==> src/rtl/vending_core_param.sv <==
// vending_core_param: parametrised buy/restock/query engine for the vending machine.
// Commands are taken over a valid/ready handshake and run one at a time through
// IDLE -> LOAD -> EVAL -> COMMIT -> RESP. Results leave over a second handshake.
// Optional revenue audit: define VEND_AUDIT_EN to build the accumulator;
// otherwise rsp_revenue is tied to 0.
module vending_core_param #(
    parameter int ITEM_W        = 3,
    parameter int STOCK_W       = 4,
    parameter int MONEY_W       = 7,
    parameter int REV_W         = 16,
    parameter int DEFAULT_PRICE = 10
) (
    input  logic               clk,
    input  logic               reset,
    input  logic               cmd_valid,
    output logic               cmd_ready,
    input  logic [1:0]         cmd_mode,
    input  logic [ITEM_W-1:0]  cmd_item,
    input  logic [STOCK_W-1:0] cmd_qty,
    input  logic [MONEY_W-1:0] cmd_money,
    input  logic [MONEY_W-1:0] cmd_price,
    output logic               rsp_valid,
    input  logic               rsp_ready,
    output logic [2:0]         rsp_error,
    output logic [MONEY_W-1:0] rsp_change,
    output logic [STOCK_W-1:0] rsp_stock,
    output logic [REV_W-1:0]   rsp_revenue
);
    localparam int NUM_ITEMS = 2**ITEM_W;
    localparam int COST_W    = MONEY_W + STOCK_W;
    localparam logic [STOCK_W-1:0] MAX_STOCK = '1;

    typedef enum logic [2:0] {IDLE, LOAD, EVAL, COMMIT, RESP} state_t;

    typedef struct packed {
        logic [1:0]         mode;
        logic [ITEM_W-1:0]  item;
        logic [STOCK_W-1:0] qty;
        logic [MONEY_W-1:0] money;
        logic [MONEY_W-1:0] price;
    } cmd_t;

    state_t state;
    cmd_t   cmd_r;

    logic [NUM_ITEMS-1:0][STOCK_W-1:0] stock_mem;
    logic [NUM_ITEMS-1:0][MONEY_W-1:0] price_mem;

    // item state snapshot taken in LOAD
    logic [STOCK_W-1:0] l_stock;
    logic [MONEY_W-1:0] l_price;

    // EVAL results, consumed in COMMIT
    logic [2:0]         e_err;
    logic [STOCK_W-1:0] e_stock;
    logic [MONEY_W-1:0] e_price;
    logic [MONEY_W-1:0] e_change;

    // combinational evaluation of the loaded command
    logic [COST_W-1:0]  cost;
    logic [STOCK_W:0]   stock_sum;
    logic [2:0]         n_err;
    logic [STOCK_W-1:0] n_stock;
    logic [MONEY_W-1:0] n_price;
    logic [MONEY_W-1:0] n_change;
    logic [COST_W-1:0]  n_add;

    assign cmd_ready = (state == IDLE);

    // decide error and next item state; cost is full width so no product is lost
    always_comb begin
        cost      = COST_W'(l_price) * COST_W'(cmd_r.qty);
        stock_sum = {1'b0, l_stock} + {1'b0, cmd_r.qty};
        n_err     = 3'd0;
        n_stock   = l_stock;
        n_price   = l_price;
        n_change  = l_price;
        n_add     = '0;
        case (cmd_r.mode)
            2'd0: begin
                n_err    = 3'd1;
                n_change = cmd_r.money;
            end
            2'd1: begin
                n_change = cmd_r.money;
                if (cmd_r.qty == '0)
                    n_err = 3'd5;
                else if (cmd_r.qty > l_stock)
                    n_err = 3'd2;
                else if (cost > COST_W'(cmd_r.money))
                    n_err = 3'd3;
                else begin
                    n_stock  = l_stock - cmd_r.qty;
                    // cost <= money here, so the difference fits MONEY_W
                    n_change = cmd_r.money - cost[MONEY_W-1:0];
                    n_add    = cost;
                end
            end
            2'd2: begin
                if (cmd_r.qty == '0)
                    n_err = 3'd5;
                else if (stock_sum > {1'b0, MAX_STOCK})
                    n_err = 3'd4;
                else begin
                    n_stock = stock_sum[STOCK_W-1:0];
                    if (cmd_r.price != '0) begin
                        n_price  = cmd_r.price;
                        n_change = cmd_r.price;
                    end
                end
            end
            default: ;
        endcase
    end

    // transaction FSM with item memories and registered response
    always_ff @(posedge clk) begin
        if (reset) begin
            state      <= IDLE;
            cmd_r      <= '0;
            l_stock    <= '0;
            l_price    <= '0;
            e_err      <= '0;
            e_stock    <= '0;
            e_price    <= '0;
            e_change   <= '0;
            rsp_valid  <= 1'b0;
            rsp_error  <= '0;
            rsp_change <= '0;
            rsp_stock  <= '0;
            for (int i = 0; i < NUM_ITEMS; i++) begin
                stock_mem[i] <= '0;
                price_mem[i] <= MONEY_W'(DEFAULT_PRICE);
            end
        end else begin
            case (state)
                IDLE: if (cmd_valid) begin
                    cmd_r <= '{cmd_mode, cmd_item, cmd_qty, cmd_money, cmd_price};
                    state <= LOAD;
                end
                LOAD: begin
                    l_stock <= stock_mem[cmd_r.item];
                    l_price <= price_mem[cmd_r.item];
                    state   <= EVAL;
                end
                EVAL: begin
                    e_err    <= n_err;
                    e_stock  <= n_stock;
                    e_price  <= n_price;
                    e_change <= n_change;
                    state    <= COMMIT;
                end
                COMMIT: begin
                    stock_mem[cmd_r.item] <= e_stock;
                    price_mem[cmd_r.item] <= e_price;
                    rsp_error  <= e_err;
                    rsp_change <= e_change;
                    rsp_stock  <= e_stock;
                    state      <= RESP;
                end
                RESP: begin
                    // valid rises one cycle after the response data settles
                    if (!rsp_valid)
                        rsp_valid <= 1'b1;
                    else if (rsp_ready) begin
                        rsp_valid <= 1'b0;
                        state     <= IDLE;
                    end
                end
                default: state <= IDLE;
            endcase
        end
    end

`ifdef VEND_AUDIT_EN
    logic [COST_W-1:0] e_add;
    logic [REV_W-1:0]  revenue;
    logic [REV_W-1:0]  rev_q;
    logic [REV_W:0]    rev_sum;
    logic [REV_W-1:0]  rev_next;

    assign rev_sum     = {1'b0, revenue} + (REV_W+1)'(e_add);
    assign rev_next    = rev_sum[REV_W] ? '1 : rev_sum[REV_W-1:0];
    assign rsp_revenue = rev_q;

    // saturating revenue accumulator, updated with the commit
    always_ff @(posedge clk) begin
        if (reset) begin
            e_add   <= '0;
            revenue <= '0;
            rev_q   <= '0;
        end else begin
            if (state == EVAL)
                e_add <= n_add;
            if (state == COMMIT) begin
                revenue <= rev_next;
                rev_q   <= rev_next;
            end
        end
    end
`else
    logic unused_add;
    assign unused_add  = ^n_add;
    assign rsp_revenue = '0;
`endif

endmodule

==> config.mk <==
export PLATFORM = sky130hd
export DESIGN_NAME = vending_core_param
export DESIGN_NICKNAME = d
export VERILOG_FILES = /design/src/rtl/vending_core_param.sv
export SDC_FILE = /design/constraint.sdc
export NUM_CORES = 1
export LEC_CHECK = 0
export ABC_AREA = 1
export CAP_MARGIN = 0
export CORE_ASPECT_RATIO = 0.6
export CORE_MARGIN = 5
export CORE_UTILIZATION = 39
export DETAILED_ROUTE_END_ITERATION = 8
export PLACE_DENSITY = 0.59
export SYNTH_ARGS = -nofsm -noshare
export SYNTH_HDL_FRONTEND = slang
export SYNTH_SLANG_ARGS = --single-unit
==> constraint.sdc <==
create_clock -name clk -period 4.1 [get_ports clk]
set_clock_uncertainty 0.15 [all_clocks]
set_input_delay 1.025 -clock clk [delete_from_list [all_inputs] [get_ports clk]]
set_output_delay 1.025 -clock clk [all_outputs]
set_load 0.05 [all_outputs]
==> run metrics, run 1 <==
clock transition at the registers of the reported paths=~0.07 ns; CORE AREA=roughly 22000 sq um; final setup vio count=12; placed inst area=roughly 9400 sq um; DP Worst Slack=-0.168 ns; Initial Utilization=between 30% and 40%; cts hold-fix bufs=0; largest fanout on the critical path=6; Final GP Congestion=approximately 0.95; initial antenna violation count=0; CTS sink count=roughly 160; pwr/cell area=433 nW/um^2; final wirelength=approximately 26000 um; main area contributors after synthesis=dfxtp_1 (38%), nand2_1 (8.3%), a21oi_1 (7.2%), inv_1 (6.1%), ha_1 (5.8%); CTS max path bufs=2; register area share after synthesis=37.6%; Req. time, crit path=4.25 ns; period utilisation layout=102%; Clk Tree Root Cell=clkbuf_16; Max Cap Viol=0; Antenna Nets Post-Route=0; CTS Buf Count=17; die height=125 um; total die area=25200 sq um; placed cells=between 1000 and 1500; largest net degree at the start of global routing=43; post-synth top area cell=dfxtp_1; IO Count=a little under 60; final setup margin=-0.0761 ns; Port Buffers=42; layout cells sized above 1=15.4%; Max Slew Vio Count=0; Static Leak=4.64 nW; Async SR Flop Fraction=0%; CP endpoint kind=flop; VDD IR max=0.302 mV; Routed WL per cell=~17 um; number of DRC markers in iteration 0=just under 800; worst-skew pair later-pin latency=around 0.44 ns; post-synthesis cell area=8580 sq um; H-tree levels=4; synthesized flop and latch total=approximately 160; Hold Path Class=flop to flop; post-DP HPWL=19400 um; cell area after layout=10300 sq um; first-pass GRT wire length=between 40000 and 50000 um; Slew headroom=approximately 43%; row cnt=42; synth warn=0; final hold violation count=0; actual slew at the worst max-slew pin=roughly 0.85 ns; TritonRoute pass-1 iters=5; Post-synth EDFFs=0; Netlist cell types=46; Post-synth top flop=dfxtp_1; post-route setup TNS=-0.560 ns; Via density=around 5.3; area grow syn2layout=20.4%; RSZ-0062 raised after global routing=yes; status=finished, violations left; Synth Area per Inst=7.36 sq um; area fraction of the dominant cell type after synthesis=37.6%; post-synthesis cell count=~1200; critical path class=flop to flop; drt drc=0; Global Route Usage Sum=approximately a fifth; type of origin of the critical path=flop; failing checks=negative setup slack; via count=about 8000; final std cells w/o fill=~1500; global route overflow=0; # diodes=0; vias in the first global route=~7400; Fmax achieved=between 200 and 250 MHz; TritonCTS clock tree=done; minimum clock period=4.18 ns; critical path arrival=4.32 ns; Die X=about 200 um; Nets=around 1300
-- per-layer routing --
metal	up-vias	share of wire (%)	global-route usage (%)
met5	-	0	0
li1	3970	-	-
met1	3773	55	34.6
met4	0	0.70	3.65
met2	271	36	25.8
met3	15	7.8	5.18
-- final cells by class --
class	instances	area [sq um]
repair buffers	104	916
fillers	2186	11500
well taps	286	358
clock buffers	20	457
multi-input cells	775	4580
inverters	168	631
flip-flops and latches	161	3230
clock inverters	12	156
-- cells in the final DEF (no fill, tap or decap), types with 5 or more instances in the layout --
cell type / instances
a21oi_1: 122
a21oi_2: 13
a221oi_1: 27
buf_4: 55
buf_6: 6
clkbuf_16: 17
clkdlybuf4s50_1: 41
conb_1: 16
dfxtp_1: 155
dfxtp_2: 5
fa_1: 12
ha_1: 34
ha_4: 5
inv_1: 133
inv_2: 31
nand2_1: 177
nand2_2: 16
nand3_1: 34
nand3_2: 6
nand4_1: 18
nor2_1: 94
nor2_2: 5
nor3_1: 9
o211ai_1: 14
o21ai_0: 98
o21ai_1: 13
o22ai_1: 16
xor2_1: 5
-- logic make-up (layout without fill, tap and decap cells) --
kind of cell | after synthesis | count (layout) | share of synthesized area (%)
fa+ha+maj | 53 | 53 | 8.87
compound gates | 325 | 325 | 22.2
buf+inv | 245 | 304 | 11.7
xor+xnor | 10 | 10 | 1.02
flops | 161 | 161 | 37.6
other cells | 1 | 16 | 0.0437
simple gates | 370 | 371 | 18.6
-- where the power goes --
group          switching, mW  leakage (nW)  internal (mW)
Combinational          0.713          3.03          0.405
Sequential            0.0549          1.31           1.62
Clock                  0.682         0.306          0.995
-- path summary, 6_finish.rpt --
kind | from | end | slack, ns | depth (start not counted)
worst max-delay path | cmd_r[17] | e_stock[3] | -0.08 | 25
worst min-delay path | price_mem[40] | price_mem[40] | 0.30 | 2
worst min register to register | price_mem[40] | price_mem[40] | 0.30 | 2
worst max register to register | cmd_r[17] | e_stock[3] | -0.08 | 25
-- per-stage QoR --
stage	hold slack, ns	util [%]	power (mW)
after CTS	0.304	46.8	4.42
after global placement	0.288	43.1	2.70
after global routing	0.327	47.3	4.69
final	0.302	47.3	4.47
after detailed placement	0.294	43.1	2.70
after floorplan	0.279	-	2.39
-- worst max-delay path: stages (launching register included) --
cell and delay, ns:
dfxtp_2 0.36, nand2_2 0.06, fa_1 0.55, inv_2 0.05, fa_1 0.54, inv_2 0.05
fa_2 0.36, inv_2 0.06, nand2_2 0.05, nand2_2 0.07, nand2_2 0.06, xnor2_2 0.13
ha_1 0.30, nand2_2 0.12, a21oi_2 0.04, nor2_1 0.10, nand3_2 0.10, nand2_2 0.08
nand2_2 0.06, nor2_4 0.21, buf_6 0.15, nand4_1 0.08, nand3_1 0.14, nand2_1 0.06
nand2_1 0.07, a21oi_2 0.05
-- state kept, by name, indices dropped and copies added (netlist names) --
register / cells
price_mem: 56
stock_mem: 32
cmd_r: 23
e_change: 7
e_price: 7
l_price: 7
rsp_change: 7
e_stock: 4
l_stock: 4
rsp_stock: 4
e_err: 3
rsp_error: 3
state: 3
rsp_valid: 1
-- synth_stat cells, types with 6 or more instances --
cell type / n
a21oi_1: 124
a21oi_2: 11
a221oi_1: 27
buf_2: 12
buf_4: 17
clkbuf_1: 43
dfxtp_1: 161
fa_1: 13
ha_1: 40
inv_1: 140
inv_2: 24
nand2_1: 190
nand3_1: 38
nand4_1: 18
nor2_1: 97
nor3_1: 9
o211ai_1: 14
o21ai_0: 98
o21ai_1: 13
o22ai_1: 16
xor2_1: 6
-- what timing repair did --
| action | in CTS | in global routing |
|---|---|---|
| setup endpoints to repair | 13 | 13 |
| resized for setup | 30 | 24 |
| setup buffers | 9 | 2 |
| gates cloned | 1 | 0 |
| endpoints found under the hold margin | 0 | 0 |
| pin swaps | 30 | 25 |
(Power assumes the default switching activity.)
==> run 2: changes to the inputs <==
HOLD_SLACK_MARGIN = 0.15   (was unset)
SETUP_SLACK_MARGIN = 0.5   (was unset)
SKIP_LAST_GASP = 1   (was unset)
==> run 2 against run 1 <==
The run still ends with negative setup slack left; critical path depth stayed put; core utilization is 0.77 points lower; maximum frequency is 0.26% lower; setup slack worse by 0.011 ns; highest routed layer unchanged.
==> run metrics, run 2 (synthesized netlist as in run 1, its figures left out) <==
first-pass GRT wire length=41000 um (-1.2%); Hold Path Class=flop to flop; critical path class=flop to flop; critical path arrival=4.33 ns (about the same); DP Worst Slack=-0.0707 ns (+0.0976 ns); Via density=5.25 (-0.28%); largest fanout on the critical path=6 (unchanged); final setup margin=-0.0868 ns (-0.0108 ns); largest net degree at the start of global routing=43 (unchanged); Max stage delay cell, worst path=fa_1; total die area=25200 sq um (unchanged); Critical path origin=cmd_r[17]; max reg flops=56 (unchanged); failing checks=negative setup slack; CTS sink count=161 (unchanged); Port Buffers=42 (unchanged); Fmax achieved=239 MHz (-0.26%); actual slew at the worst max-slew pin=0.902 ns (+0.0548 ns); final setup vio count=10 (-2); Max Cap Viol=0 (unchanged); placed cells=1471 (-0.74%); CTS max path bufs=2 (unchanged); number of DRC markers in iteration 0=772 (-3.0%); CTS Buf Count=17 (unchanged); multi-input logic area=4540 sq um (-0.96%); Die X=201 um (unchanged); TritonCTS clock tree=done; Static Leak=4.58 nW (-1.3%); die height=125 um (unchanged); type of origin of the critical path=flop; drt drc=0 (unchanged); clock transition at the registers of the reported paths=0.06 ns (about the same); Top reg by flops=price_mem; CP endpoint kind=flop; initial antenna violation count=0 (unchanged); Largest regs=price_mem x56, stock_mem x32, cmd_r x23; layout cells sized above 1=13.3% (-2.1 points); final wirelength=26100 um (-0.65%); TritonRoute pass-1 iters=6 (+1); Initial Utilization=39.2% (unchanged); Routed WL per cell=17.3 um (+0.34%); minimum clock period=4.19 ns (+0.0108 ns); worst-skew pair later-pin latency=0.43 ns (about the same); H-tree levels=4 (unchanged); Global Route Usage Sum=20.4% (-0.28 points); Max Slew Vio Count=0 (unchanged); row cnt=42 (unchanged); placed inst area=9360 sq um (-0.78%); IO Count=59 (unchanged); global route overflow=0 (unchanged); CORE AREA=21900 sq um (unchanged); via count=7928 (-1.3%); most common cell after layout, fill and taps aside=nand2_1; Slew headroom=39.9% (-3.4 points); Largest stage delay, worst path=0.52 ns (-0.03 ns); status=finished, violations left; # diodes=0 (unchanged); area grow syn2layout=18.5%; cell area after layout=10200 sq um (-1.6%); vias in the first global route=7192 (-2.5%); worst hold start=price_mem[2]; cts hold-fix bufs=0 (unchanged); Final GP Congestion=0.908 (-4.4%); Crit Reg-Reg Startpoint=cmd_r[17]; RSZ-0062 raised after global routing=yes; Nets=1292 (-1.1%); Finished Core Util=46.5% (-0.77 points); Clk Tree Root Cell=clkbuf_16; most frequent cells in the layout=nand2_1 (184), dfxtp_1 (154), inv_1 (135); Req. time, crit path=4.24 ns (about the same); final std cells w/o fill=1511 (-0.98%); final hold violation count=0 (unchanged); post-DP HPWL=19500 um (+0.37%); FILL cells=2192 (+0.27%); register area=3240 sq um (+0.12%); most used cell, CP=nand2_1; period utilisation layout=102% (+0.26 points); pwr/cell area=439 nW/um^2 (+1.3%); Antenna Nets Post-Route=0 (unchanged); VDD IR max=0.308 mV (+2.2%)
-- run 2: cell types whose count changed in the layout (fill, tap and decap cells not counted), sizes merged --
| cell | previous run | this run |
|---|---|---|
| inv | 166 | 169 |
| clkinv | 11 | 8 |
| clkbuf | 20 | 19 |
| clkinvlp | 0 | 1 |
| buf | 63 | 48 |
-- run 2: worst paths after layout --
path	end	depth (start not counted)	slack (ns)
setup reg to reg	e_change[1]	25	-0.09
setup / recovery	e_change[1]	25	-0.09
hold / removal	price_mem[2]	2	0.31
hold reg to reg	price_mem[2]	2	0.31
-- run 2: layout make-up --
cell class	instances	area share, %
clock buffers	19	4.46
clock inverters	13	1.69
inverters	168	6.20
multi-input cells	775	44.7
flip-flops and latches	161	31.8
well taps	286	3.52
repair buffers	89	7.63
-- run 2: timing repair --
action	in CTS	in global routing
endpoints found under the setup margin	13	13
pin swaps	5	11
resized for setup	11	20
cloned	1	0
hold endpoints to repair	0	0
buffers inserted	4	3
-- run 2: critical path: cells and delay by family (launching register included) --
kind / cells / cell delay [ns]
flops: 1 / 0.39
buf+inv: 4 / 0.32
compound gates: 2 / 0.09
xor+xnor: 1 / 0.13
simple gates: 14 / 1.29
fa+ha+maj: 4 / 1.68
-- run 2: through the flow --
step / hold slack (ns) / TNS (ns) / total power [mW]
after detailed placement: 0.294 / -0.446 / 2.69
final: 0.305 / -0.441 / 4.46
after global placement: 0.288 / 0 / 2.69
after CTS: 0.306 / 0 / 4.42
after global routing: 0.326 / -2.46 / 4.66
after floorplan: 0.279 / 0 / 2.40
-- run 2: per-layer routing --
| metal | share of wire, % | wire length (um) | global-route usage, % | vias up |
|---|---|---|---|---|
| met1 | 55 | 14300 | 34.2 | 3726 |
| met5 | 0 | 0 | 0 | - |
| met3 | 8.4 | 2200 | 5.85 | 18 |
| li1 | - | - | - | 3937 |
| met2 | 36 | 9350 | 24.7 | 247 |
| met4 | 0.98 | 255 | 3.86 | 0 |
-- run 2: report_power, final --
part / internal (mW) / total (mW) / switching (mW) / leakage [nW]
logic: 0.380 / 1.08 / 0.699 / 2.97
clock network: 1.00 / 1.70 / 0.692 / 0.307
registers: 1.62 / 1.69 / 0.0607 / 1.31
total: 3.01 / 4.46 / 1.45 / 4.58
==> run 3: changes to the inputs <==
--- a/constraint.sdc
+++ b/constraint.sdc
@@ -4,2 +4,2 @@
 set_output_delay 1.025 -clock clk [all_outputs]
-set_load 0.05 [all_outputs]
+set_load 0.02 [all_outputs]
==> results of run 3 <==
The final DEF is identical to that of run 2. Status: finished, violations left: negative setup slack.
Main changes from that run: total power 4.46 mW -> 4.42 mW
